--- config.mk ---
export PLATFORM = sky130hd
export DESIGN_NAME = register_ld_clr_inc_shr
export DESIGN_NICKNAME = d
export VERILOG_FILES = /design/src/rtl/register_ld_clr_inc_shr.sv
export SDC_FILE = /design/constraint.sdc
export NUM_CORES = 1
export LEC_CHECK = 0
export CORE_AREA = 4 4 41 43
export CTS_BUF_LIST = sky130_fd_sc_hd__clkbuf_8
export CTS_CLUSTER_SIZE = 25
export DETAILED_ROUTE_END_ITERATION = 12
export DIE_AREA = 0 0 45 47
export GPL_TIMING_DRIVEN = 0
export PLACE_DENSITY_LB_ADDON = 0.3
export SLEW_MARGIN = 40
export SYNTH_ARGS = -nofsm -noshare
export SYNTH_HDL_FRONTEND = slang
export SYNTH_SLANG_ARGS = --single-unit
--- constraint.sdc ---
create_clock -name clk -period 1.3 [get_ports clk]
set_clock_uncertainty 0.05 [all_clocks]
set_input_delay 0.325 -clock clk [delete_from_list [all_inputs] [get_ports clk]]
set_output_delay 0.325 -clock clk [all_outputs]
set_load 0.05 [all_outputs]
--- src/rtl/register_ld_clr_inc_shr.sv ---
`default_nettype none
// ============================================================================
// Module      : register_ld_clr_inc_shr
// Description : WIDTH-bit datapath register supporting synchronous clear,
//               parallel load, increment and logical shift-right. One
//               operation is applied per rising edge, in the priority order
//               clr > ld > inc > shr. The bit shifted out of the LSB is
//               kept in right_carry.
// Revision    : 1.0 - initial release
// ============================================================================
module register_ld_clr_inc_shr #(
    parameter int WIDTH = 4
) (
    input  logic             clk,
    input  logic             rst,
    input  logic             clr,
    input  logic             ld,
    input  logic             inc,
    input  logic             shr,
    input  logic [WIDTH-1:0] data_in,
    output logic [WIDTH-1:0] data_out,
    output logic             right_carry
);

    localparam logic [WIDTH-1:0] c_zero = '0;
    localparam logic [WIDTH-1:0] c_one  = {{(WIDTH-1){1'b0}}, 1'b1};

    logic [WIDTH-1:0] r_data;
    logic             r_carry;
    logic [WIDTH-1:0] w_next_data;
    logic             w_next_carry;

    // Select the single operation for this edge; lower-priority controls are ignored.
    always_comb begin
        w_next_data  = r_data;
        w_next_carry = r_carry;
        if (clr) begin
            w_next_data  = c_zero;
            w_next_carry = 1'b0;
        end else if (ld) begin
            w_next_data  = data_in;
        end else if (inc) begin
            // Wraps silently from all-ones to zero; carry flag is shift-only.
            w_next_data  = r_data + c_one;
        end else if (shr) begin
            w_next_data  = {1'b0, r_data[WIDTH-1:1]};
            w_next_carry = r_data[0];
        end
    end

    // State register; reset clears both outputs immediately, independent of clk.
    always_ff @(posedge clk or posedge rst) begin
        if (rst) begin
            r_data  <= c_zero;
            r_carry <= 1'b0;
        end else begin
            r_data  <= w_next_data;
            r_carry <= w_next_carry;
        end
    end

    assign data_out    = r_data;
    assign right_carry = r_carry;

endmodule
`default_nettype wire

==> flow_summary.ini <==
[timing]
finalHoldViolations = 0
tns_ns = -0.0768
relSlewSlack_pct = 82.8
fmax_ghz = 0.726
whs_ns = 0.257
tightestPinTransition_ns = 0.257
worst_slack_ns = -0.0768
fin_crit_sh_pct = 106
setup_viol = 1
fin_crit_ns = 1.38
slew_viol_final = 0
rsz0062_at_grt = true

[run_status]
outcome = finished, violations left
violations = setup timing

[synthesis]
muxShareOfSynthArea_pct = 14.6
synth_compound_area_share_pct = 17.1
synthXorXnorAreaFrac_pct = 2.44
syn_inst = 35
synth_top_family_by_area = simple AND/OR/NAND/NOR gates
avgSynthCellArea_um2 = 10.3
ys_types = 22
ys_seq_area_share_pct = 34.8
syn_area_um2 = 359
synth_fa_ha_area_share_pct = 3.48
syn_nets = 46
synth_simple_gate_area_share_pct = 20.9
yosysWarnings = 0
ys_seq_elements = 5

[critical_path]
crit_buf_inv = 0
crit_path_max_fanout = 3
critical-path-top-delay-family = compound AO/OA/AOI/OAI gates
cp_cell_sequence = ha_4 > xnor2_1 > a221o_1 > a221oi_2
cp.arrival_ns = 1.45
slowest_stage = dfrtp_2
path_class = flop to flop
worst_path_largest_cell_delay_ns = 0.43
r2r-end = data_out[2]
start_kind = flop
reg2reg_depth = 4
startpoint = data_out[0]
required_ns = 1.37
r2r-start = data_out[0]
path_depth = 4
end_kind = flop
reg2reg_slack_ns = -0.08

[grt]
grt_busiest_layer = met2
antenna_found_initial = 0
use_met3_pct = 2.68
grt_pass1_vias = 325
grt_max_degree = 11
grt_overflow_total = 0
grt_first_pass_wirelength_um = 1440
gr-usage-met1_pct = 11.8
grt_usage_pct = 9.84
grtUsageMet2_pct = 13.6

[floorplan]
coreArea_um2 = 1300
dieWidth_um = 45
dieArea_um2 = 2120
die_h_um = 47
placementRows = 13
io_pins = 15
initial_core_util_pct = 27.6

[placement]
routabilityCongestion = 0.686
place_area_um2 = 515
dp_hpwl_um = 642
dp_slack_ns = -0.371
io_buffers = 12

[cts]
cts_buffer_depth = 2
clk_latency_ns = 0.22
numCtsBuffers = 3
cts_tree = built
h-tree-depth = 1
cts.clk_slew.worst_paths_ns = 0.03
cts.sinks = 5
root_buffer = clkbuf_8

[power]
irDropWorstVdd_mv = 0.656
p_per_area_nw_per_um2 = 1080
p_leak_uw = 0.000250
total_power_uw = 613

[drt]
drtPass1Iterations = 4
post-route-drc-count = 0
antenna_left = 0
drt_iter0_markers = 8
wirelength_um = 849
vias = 328
via_per_inst = 4.82
wire_per_inst_um = 12.5

[final_layout]
diodes = 0
area_growth_syn_to_layout_pct = 57.8
final_nets = 65
fillers = 136
final_area_um2 = 567
drive_gt1_share_pct = 43.4

[job]
maxCapViolCount = 0

[worst_hold_path]
hold_class = input port to async pin
[layout by cell type, fill, tap and decap left out, drive strengths merged, types with 3 or more instances in the layout]
| cell | n |
|---|---|
| buf | 9 |
| clkdlybuf4s50 | 6 |
| dfrtp | 5 |
| inv | 4 |
| a21oi | 3 |
| mux2i | 3 |
| clkbuf | 3 |
[worst max-delay path by stage]
stage	endpoint	slack, ns
after floorplan	data_out[2]	-0.20
after global placement	data_out[0]	-0.39
after detailed placement	data_out[0]	-0.37
after CTS	data_out[2]	-0.08
after global routing	data_out[2]	-0.12
final	data_out[2]	-0.08
[area by class of cell]
cell class	count	area, um2	share of cell area, %
Buffer	2	12.5	2.21
Multi-Input combinational cell	25	226	40.0
Inverter	3	11.3	1.99
Clock inverter	1	3.75	0.662
Sequential cell	5	130	23.0
Tap cell	15	18.8	3.31
Timing Repair Buffer	14	123	21.6
Clock buffer	3	41.3	7.28
[per-stage QoR]
step | std cells | utilization (%)
after global placement | 62 | 39.6
after CTS | 68 | 43.2
after detailed placement | 62 | 39.6
after floorplan | 35 | -
after global routing | 68 | 43.6
final | 68 | 43.6
[cells in the mapped netlist (all sizes together)]
cell,number,share of area [%]
mux2,2,6.3
a221o,1,2.8
inv,3,3.1
xnor2,1,2.4
o21ai,1,1.4
a21oi,3,4.2
nand3b,1,2.1
nand3,1,1.4
ha,1,3.5
and3b,1,2.4
dfrtp,5,35
o31ai,1,2.1
mux2i,3,8.4
nor2,2,4.2
buf,2,3.5
nor3,1,4.5
a221oi,2,6.6
nor3b,2,4.2
nand2,2,2.1
[sequential cells by signal, summed over array words and instances (netlist names)]
name	flops
data_out	4
right_carry	1
[logic make-up after synthesis]
family          after synthesis
xor+xnor                      1
mux                           5
flops                         5
compound gates                8
fa+ha+maj                     1
buf+inv                       5
simple gates                 10
[repair_timing]
action / 4_1_cts / 5_1_grt
buffers inserted: 2 / 0
pin swaps: 1 / 0
setup endpoints to repair: 10 / 6
cloned: 0 / 0
hold buffers: 0 / 0
gates resized for setup: 26 / 6
[layer usage]
metal  wire (um)  up-vias
li1            -      163
met1         382      150
met2         365       11
met3          72        4
met4          28        0
met5           0        -
[report_power, final]
group | switching (uW) | internal [uW]
Sequential | 13.3 | 168
Clock | 74.6 | 202
Combinational | 84.0 | 70.3
Total | 172 | 441
No activity file was read; power rests on OpenSTA's default activity.
